### config.mk
export PLATFORM = sky130hd
export DESIGN_NAME = rc4_engine
export DESIGN_NICKNAME = d
export VERILOG_FILES = /design/src/rtl/rc4_engine.sv
export SDC_FILE = /design/constraint.sdc
export NUM_CORES = 1
export LEC_CHECK = 0
export BUFFER_PORTS_ARGS = -buffer_cell sky130_fd_sc_hd__buf_2
export CAP_MARGIN = 20
export CORE_MARGIN = 8
export CORE_UTILIZATION = 25
export CTS_CLUSTER_SIZE = 24
export DETAILED_ROUTE_END_ITERATION = 6
export SLEW_MARGIN = 20
export SYNTH_ARGS = -nofsm -noshare
export SYNTH_HDL_FRONTEND = slang
export SYNTH_SLANG_ARGS = --single-unit
### constraint.sdc
create_clock -name clk -period 13 [get_ports clk]
set_clock_uncertainty 0.2 [all_clocks]
set_input_delay 2.6 -clock clk [delete_from_list [all_inputs] [get_ports clk]]
set_output_delay 2.6 -clock clk [all_outputs]
set_load 0.1 [all_outputs]
### src/rtl/rc4_engine.sv
// rc4_engine: RC4 sequencer covering S-box initialisation, key scheduling
// and keystream generation against an external single-port S-box RAM,
// an encrypted-message ROM and a decrypted-message RAM.
// All memories have a registered address: read data is consumed two
// cycles after the address is first driven.
// Build option: define RC4_PRGA_EN to compile in the keystream/decrypt
// phase; without it the run ends after key scheduling and the message
// ports are tied to zero.
// Handshake: start is a level sampled only in IDLE; busy is high for the
// whole run; done is a one-cycle pulse after which the core is IDLE again.
module rc4_engine #(
    parameter int KEY_BYTES = 3,
    parameter int MSG_LEN   = 32
) (
    input  logic                   clk,
    input  logic                   reset,
    input  logic                   start,
    input  logic [8*KEY_BYTES-1:0] key,
    output logic                   busy,
    output logic                   done,
    output logic [7:0]             s_addr,
    output logic [7:0]             s_wdata,
    output logic                   s_wren,
    input  logic [7:0]             s_rdata,
    output logic [7:0]             m_addr,
    input  logic [7:0]             m_rdata,
    output logic [7:0]             d_addr,
    output logic [7:0]             d_wdata,
    output logic                   d_wren
);

    typedef enum logic [4:0] {
        IDLE, INIT,
        K_RD_I, K_LAT_I, K_RD_J, K_LAT_J, K_WR_I, K_WR_J,
        P_RD_I, P_LAT_I, P_RD_J, P_LAT_J, P_WR_I, P_WR_J,
        P_RD_F, P_LAT_F, P_OUT,
        DONE
    } state_t;

    localparam logic [4:0] LAST_KI = 5'(KEY_BYTES - 1);

    state_t                 r_state;
    state_t                 w_next;
    logic [8*KEY_BYTES-1:0] r_key;
    logic [7:0]             r_i;
    logic [7:0]             r_j;
    logic [4:0]             r_ki;
    logic [7:0]             r_si;
    logic [7:0]             w_key_byte;
    logic [7:0]             w_ksa_j;

    // Last driven address/data, held between the states that drive them
    logic [7:0]             r_s_addr;
    logic [7:0]             r_s_wdata;
    logic [7:0]             w_s_addr;
    logic [7:0]             w_s_wdata;
    logic                   w_s_wren;

`ifdef RC4_PRGA_EN
    localparam logic [7:0] LAST_K = 8'(MSG_LEN - 1);

    logic [7:0]             r_k;
    logic [7:0]             r_sj;
    logic [7:0]             r_m_addr;
    logic [7:0]             r_d_addr;
    logic [7:0]             r_d_wdata;
    logic [7:0]             w_m_addr;
    logic [7:0]             w_d_addr;
    logic [7:0]             w_d_wdata;
    logic                   w_d_wren;
    logic [7:0]             w_prga_j;
`else
    logic                   w_unused_m_rdata;
`endif

    // Key byte 0 is the most significant byte of the key bus
    always_comb begin
        w_key_byte = 8'(r_key >> (8 * (KEY_BYTES - 1 - int'(r_ki))));
        w_ksa_j    = r_j + s_rdata + w_key_byte;
    end

`ifdef RC4_PRGA_EN
    assign w_prga_j = r_j + s_rdata;
`endif

    // State register
    always_ff @(posedge clk or posedge reset) begin
        if (reset) r_state <= IDLE;
        else       r_state <= w_next;
    end

    // Next-state logic; each KSA/PRGA step is a fixed chain of states
    always_comb begin
        w_next = r_state;
        case (r_state)
            IDLE:    if (start) w_next = INIT;
            INIT:    if (r_i == 8'hFF) w_next = K_RD_I;
            K_RD_I:  w_next = K_LAT_I;
            K_LAT_I: w_next = K_RD_J;
            K_RD_J:  w_next = K_LAT_J;
            K_LAT_J: w_next = K_WR_I;
            K_WR_I:  w_next = K_WR_J;
`ifdef RC4_PRGA_EN
            K_WR_J:  w_next = (r_i == 8'hFF) ? P_RD_I : K_RD_I;
            P_RD_I:  w_next = P_LAT_I;
            P_LAT_I: w_next = P_RD_J;
            P_RD_J:  w_next = P_LAT_J;
            P_LAT_J: w_next = P_WR_I;
            P_WR_I:  w_next = P_WR_J;
            P_WR_J:  w_next = P_RD_F;
            P_RD_F:  w_next = P_LAT_F;
            P_LAT_F: w_next = P_OUT;
            P_OUT:   w_next = (r_k == LAST_K) ? DONE : P_RD_I;
`else
            K_WR_J:  w_next = (r_i == 8'hFF) ? DONE : K_RD_I;
`endif
            DONE:    w_next = IDLE;
            default: w_next = IDLE;
        endcase
    end

    // Datapath: indices, key latch and the two swap operands
    always_ff @(posedge clk or posedge reset) begin
        if (reset) begin
            r_key  <= '0;
            r_i    <= 8'd0;
            r_j    <= 8'd0;
            r_ki   <= 5'd0;
            r_si   <= 8'd0;
`ifdef RC4_PRGA_EN
            r_k    <= 8'd0;
            r_sj   <= 8'd0;
`endif
        end else begin
            case (r_state)
                IDLE: if (start) begin
                    r_key <= key;
                    r_i   <= 8'd0;
                    r_j   <= 8'd0;
                    r_ki  <= 5'd0;
`ifdef RC4_PRGA_EN
                    r_k   <= 8'd0;
`endif
                end
                // i wraps 255 -> 0, which is the clear before KSA
                INIT: r_i <= r_i + 8'd1;
                K_RD_J: begin
                    r_si <= s_rdata;
                    r_j  <= w_ksa_j;
                end
                K_WR_J: begin
                    r_i  <= r_i + 8'd1;
                    r_ki <= (r_ki == LAST_KI) ? 5'd0 : r_ki + 5'd1;
                    if (r_i == 8'hFF) r_j <= 8'd0;
                end
`ifdef RC4_PRGA_EN
                P_RD_I: r_i <= r_i + 8'd1;
                P_RD_J: begin
                    r_si <= s_rdata;
                    r_j  <= w_prga_j;
                end
                P_WR_I: r_sj <= s_rdata;
                P_OUT:  r_k  <= r_k + 8'd1;
`endif
                default: ;
            endcase
        end
    end

    // Output logic; addresses/data default to their held value, only the
    // write enables are qualified by state
    always_comb begin
        w_s_addr  = r_s_addr;
        w_s_wdata = r_s_wdata;
        w_s_wren  = 1'b0;
`ifdef RC4_PRGA_EN
        w_m_addr  = r_m_addr;
        w_d_addr  = r_d_addr;
        w_d_wdata = r_d_wdata;
        w_d_wren  = 1'b0;
`endif
        case (r_state)
            INIT: begin
                w_s_addr  = r_i;
                w_s_wdata = r_i;
                w_s_wren  = 1'b1;
            end
            K_RD_I: w_s_addr = r_i;
            K_RD_J: w_s_addr = w_ksa_j;
            // sj is written straight from the read bus in the cycle it lands
            K_WR_I: begin
                w_s_addr  = r_i;
                w_s_wdata = s_rdata;
                w_s_wren  = 1'b1;
            end
            K_WR_J: begin
                w_s_addr  = r_j;
                w_s_wdata = r_si;
                w_s_wren  = 1'b1;
            end
`ifdef RC4_PRGA_EN
            P_RD_I: w_s_addr = r_i + 8'd1;
            P_RD_J: w_s_addr = w_prga_j;
            P_WR_I: begin
                w_s_addr  = r_i;
                w_s_wdata = s_rdata;
                w_s_wren  = 1'b1;
            end
            P_WR_J: begin
                w_s_addr  = r_j;
                w_s_wdata = r_si;
                w_s_wren  = 1'b1;
            end
            P_RD_F: begin
                w_s_addr = r_si + r_sj;
                w_m_addr = r_k;
            end
            P_OUT: begin
                w_d_addr  = r_k;
                w_d_wdata = s_rdata ^ m_rdata;
                w_d_wren  = 1'b1;
            end
`endif
            default: ;
        endcase
    end

    // Hold registers for the last driven address/data values
    always_ff @(posedge clk or posedge reset) begin
        if (reset) begin
            r_s_addr  <= 8'd0;
            r_s_wdata <= 8'd0;
`ifdef RC4_PRGA_EN
            r_m_addr  <= 8'd0;
            r_d_addr  <= 8'd0;
            r_d_wdata <= 8'd0;
`endif
        end else begin
            r_s_addr  <= w_s_addr;
            r_s_wdata <= w_s_wdata;
`ifdef RC4_PRGA_EN
            r_m_addr  <= w_m_addr;
            r_d_addr  <= w_d_addr;
            r_d_wdata <= w_d_wdata;
`endif
        end
    end

    assign busy    = (r_state != IDLE) && (r_state != DONE);
    assign done    = (r_state == DONE);
    assign s_addr  = w_s_addr;
    assign s_wdata = w_s_wdata;
    assign s_wren  = w_s_wren;
`ifdef RC4_PRGA_EN
    assign m_addr  = w_m_addr;
    assign d_addr  = w_d_addr;
    assign d_wdata = w_d_wdata;
    assign d_wren  = w_d_wren;
`else
    assign m_addr  = 8'd0;
    assign d_addr  = 8'd0;
    assign d_wdata = 8'd0;
    assign d_wren  = 1'b0;
    assign w_unused_m_rdata = ^m_rdata;
`endif

endmodule

==> flow_metrics.env <==
export IMPL_dieArea_sq_um=20300
export IMPL_startpoint_type="input pin"
export IMPL_hold_viol_final=0
export IMPL_vias_per_cell=4.39
export IMPL_layer_carrying_the_most_global_route_usage="met2"
export IMPL_critPathKind="input pin to output pin"
export IMPL_antenna_violations_before_repair=0
export IMPL_start_util=0.254
export IMPL_clk_latency_ns=0.33
export IMPL_globalRouteTotalUtil=0.103
export IMPL_post_route_cell_area_sq_um=4660
export IMPL_grt_start_max_net_pins=74
export IMPL_gr_usage_met3=0.0315
export IMPL_cts_setup_buffers=0
export IMPL_cp_required_ns=10.20
export IMPL_num_rows=46
export IMPL_cts_sinks=73
export IMPL_avgSynthCellArea_sq_um=8.83
export IMPL_boundaryPins=87
export IMPL_slew_worst_pin_ns=1.00
export IMPL_cts_tree="yes"
export IMPL_grt_use_met2=0.156
export IMPL_post_synth_inst_count=453
export IMPL_fin_worst_hold_slack_ns=0.268
export IMPL_synth_yosys_seq_area_share=0.457
export IMPL_slew_viol_final=0
export IMPL_placement_io_buffers=53
export IMPL_async_reset_ff_frac=1.00
export IMPL_clock_root_buffer="sky130_fd_sc_hd__clkbuf_16"
export IMPL_cellLeakagePower_nw=2.39
export IMPL_dieHeight_microns=143
export IMPL_min_path_type="flip-flop to flip-flop"
export IMPL_cp_end_kind="output pin"
export IMPL_antenna_cells_inserted=0
export IMPL_hold_path_end="r_key[23]$_DFFE_PP0P_"
export IMPL_place_gp_congestion=0.792
export IMPL_cts_hold_repair_buffers=0
export IMPL_die_w_microns=143
export IMPL_cellPowerDensity_nw_per_um2=142
export IMPL_clkSlewWorstSetupHoldPaths_ns=0.06
export IMPL_reg2reg_depth=17
export IMPL_synth_enable_flop_cells=0
export IMPL_synth_commonest_cells="sky130_fd_sc_hd__nand2_1, sky130_fd_sc_hd__dfrtp_1, sky130_fd_sc_hd__o21ai_0"
export IMPL_route_detailed_drc=0
export IMPL_rr_endpoint="r_s_addr[7]$_DFF_PP0_"
export IMPL_timing_fmax_mhz=123
export IMPL_h_tree_depth=3
export IMPL_detail_route_antenna_nets=0
export IMPL_detailedRoute_firstPassIterationCount=7
export IMPL_routedWlPerCell_microns=14.2
export IMPL_synth_area_top_cells="sky130_fd_sc_hd__dfrtp_1, sky130_fd_sc_hd__nand2_1, sky130_fd_sc_hd__buf_4"
export IMPL_use_met1=0.136
export IMPL_wirelength_mm=10.2
export IMPL_placement_cell_area_sq_um=4370
export IMPL_global_route_wire_length_before_repair_mm=16.4
export IMPL_cts_buf_count=9
export IMPL_area_delta_synth_final_pct=16.6
export IMPL_cell_accounting_for_the_most_synthesized_area="sky130_fd_sc_hd__dfrtp_1"
export IMPL_post_route_period_util=0.627
export IMPL_place_detailed_hpwl_mm=7.20
export IMPL_hold_start="r_key[23]$_DFFE_PP0P_"
export IMPL_final_nets=560
export IMPL_max_slew_margin=0.329
export IMPL_rr_startpoint="r_ki[0]$_DFFE_PP0P_"
export IMPL_grt_pass1_vias=3084
export IMPL_instances_no_fill=721
export IMPL_drtIter0Drc=307
export IMPL_yosys_register_bits=73
export IMPL_totalNegativeSetupSlack_ns=0
export IMPL_worstPathMaxFanout=3
export IMPL_rsz0062_at_grt="no"
export IMPL_syn_cell_area_sq_um=4000
export IMPL_most_frequent_cell_after_synthesis="sky130_fd_sc_hd__nand2_1"
export IMPL_fin_util=0.296
export IMPL_yosys_cell_types_count=43
export IMPL_synth_warnings=0
export IMPL_vias=3163
export IMPL_status="finished clean"
export IMPL_grt_remaining_overflow=0
export IMPL_share_of_the_synthesized_area_in_the_top_cell_type=0.457
export IMPL_worst_r2r_setup_slack_ns=8.49
export IMPL_maxCapViolations=0
export IMPL_floorplan_core_area_sq_um=15800
export IMPL_timing_hold_worst_path_depth=2
export IMPL_inst_count_dp=705
export IMPL_vdd_ir_drop_worst_uv=75.5
export IMPL_finalSetupViolCount=0
export IMPL_critPathArrivalTime_ns=5.35
export IMPL_dominantRegCellSynth="sky130_fd_sc_hd__dfrtp_1"
export IMPL_post_route_cells_drive_above_1_share=0.160
export IMPL_min_tclk_post_route_ns=8.15
export IMPL_ctsLongestPathBuffers=2
export IMPL_ctsResizeCount=0
==> cell families after synthesis <==
kind of cell | count (synthesis) | share of synthesized area
simple gates | 207 | 0.218
compound gates | 82 | 0.136
buf+inv | 57 | 0.0816
mux | 9 | 0.0228
fa+ha+maj | 17 | 0.0682
xor+xnor | 7 | 0.0153
other cells | 1 | 0.000937
flops | 73 | 0.457
==> power breakdown <==
group / leakage (nW) / switching, W / internal (W) / total [W]
combinational: 1.34 / 0.000105 / 0.0000545 / 0.000159
sequential: 0.919 / 0.0000182 / 0.000253 / 0.000271
clock: 0.137 / 0.0000940 / 0.000138 / 0.000232
total: 2.39 / 0.000217 / 0.000446 / 0.000663
==> worst max path at each step <==
stage / from / end / slack [ns] / depth (start not counted)
floorplan: s_rdata[1] / s_addr[7] / 3.73 / 12
global placement: s_rdata[1] / s_addr[7] / 4.84 / 14
CTS: s_rdata[1] / s_addr[7] / 4.82 / 14
global route: s_rdata[1] / s_addr[7] / 4.56 / 14
detailed placement: s_rdata[1] / s_addr[7] / 4.83 / 14
finish: s_rdata[1] / s_addr[7] / 4.85 / 14
==> metal layers <==
metal / wire, microns / vias to the layer above
met4: 112 / 0
met3: 770 / 8
li1: - / 1573
met2: 4600 / 116
met1: 4730 / 1466
met5: 0 / -
==> final cells by class <==
cell class / instances / area (sq um)
Clock inverter: 5 / 30.0
Inverter: 14 / 52.6
Sequential cell: 73 / 1830
Timing Repair Buffer: 55 / 280
Tap cell: 216 / 270
Clock buffer: 11 / 253
Multi-Input combinational cell: 347 / 1950
Fill cell: 1722 / 11100
==> placed cells by master (no fill, tap or decap), drive strengths merged, types with 2 or more instances in the layout <==
cell,n
buf,55
a31oi,5
nor3,7
and3,4
a221o,2
clkinvlp,2
nor2,30
mux2i,8
fa,8
xnor2,6
nand2b,3
a21oi,12
and2,2
nand3,8
o21ai,35
conb,25
nor2b,5
nand2,144
dfrtp,73
inv,14
nand4,3
a22o,3
a222oi,13
clkinv,3
ha,9
a21o,4
clkbuf,11
==> sequential cells by signal, summed over array words and instances, names as in the netlist <==
signal     count
r_i            8
r_j            8
r_key         24
r_ki           5
r_s_addr       8
r_s_wdata      8
r_si           8
r_state        4
==> metrics by stage <==
step	worst slack, ns	total power, W
final	4.85	0.000663
after global routing	4.56	0.000701
after CTS	4.82	0.000670
after detailed placement	4.83	0.000433
after global placement	4.84	0.000430
after floorplan	3.73	0.000406
==> worst max-delay path, cell delays in order <==
cell and delay (ns):
sky130_fd_sc_hd__buf_2 0.10, sky130_fd_sc_hd__inv_1 0.06, sky130_fd_sc_hd__fa_1 0.46, sky130_fd_sc_hd__inv_1 0.07
sky130_fd_sc_hd__ha_1 0.17, sky130_fd_sc_hd__inv_1 0.06, sky130_fd_sc_hd__fa_1 0.37, sky130_fd_sc_hd__nor2b_1 0.21
sky130_fd_sc_hd__nor3_1 0.09, sky130_fd_sc_hd__o21ai_0 0.18, sky130_fd_sc_hd__a21oi_1 0.10, sky130_fd_sc_hd__xnor2_1 0.15
sky130_fd_sc_hd__o21ai_0 0.24, sky130_fd_sc_hd__buf_2 0.48
Power figures use the tool's default switching activity.
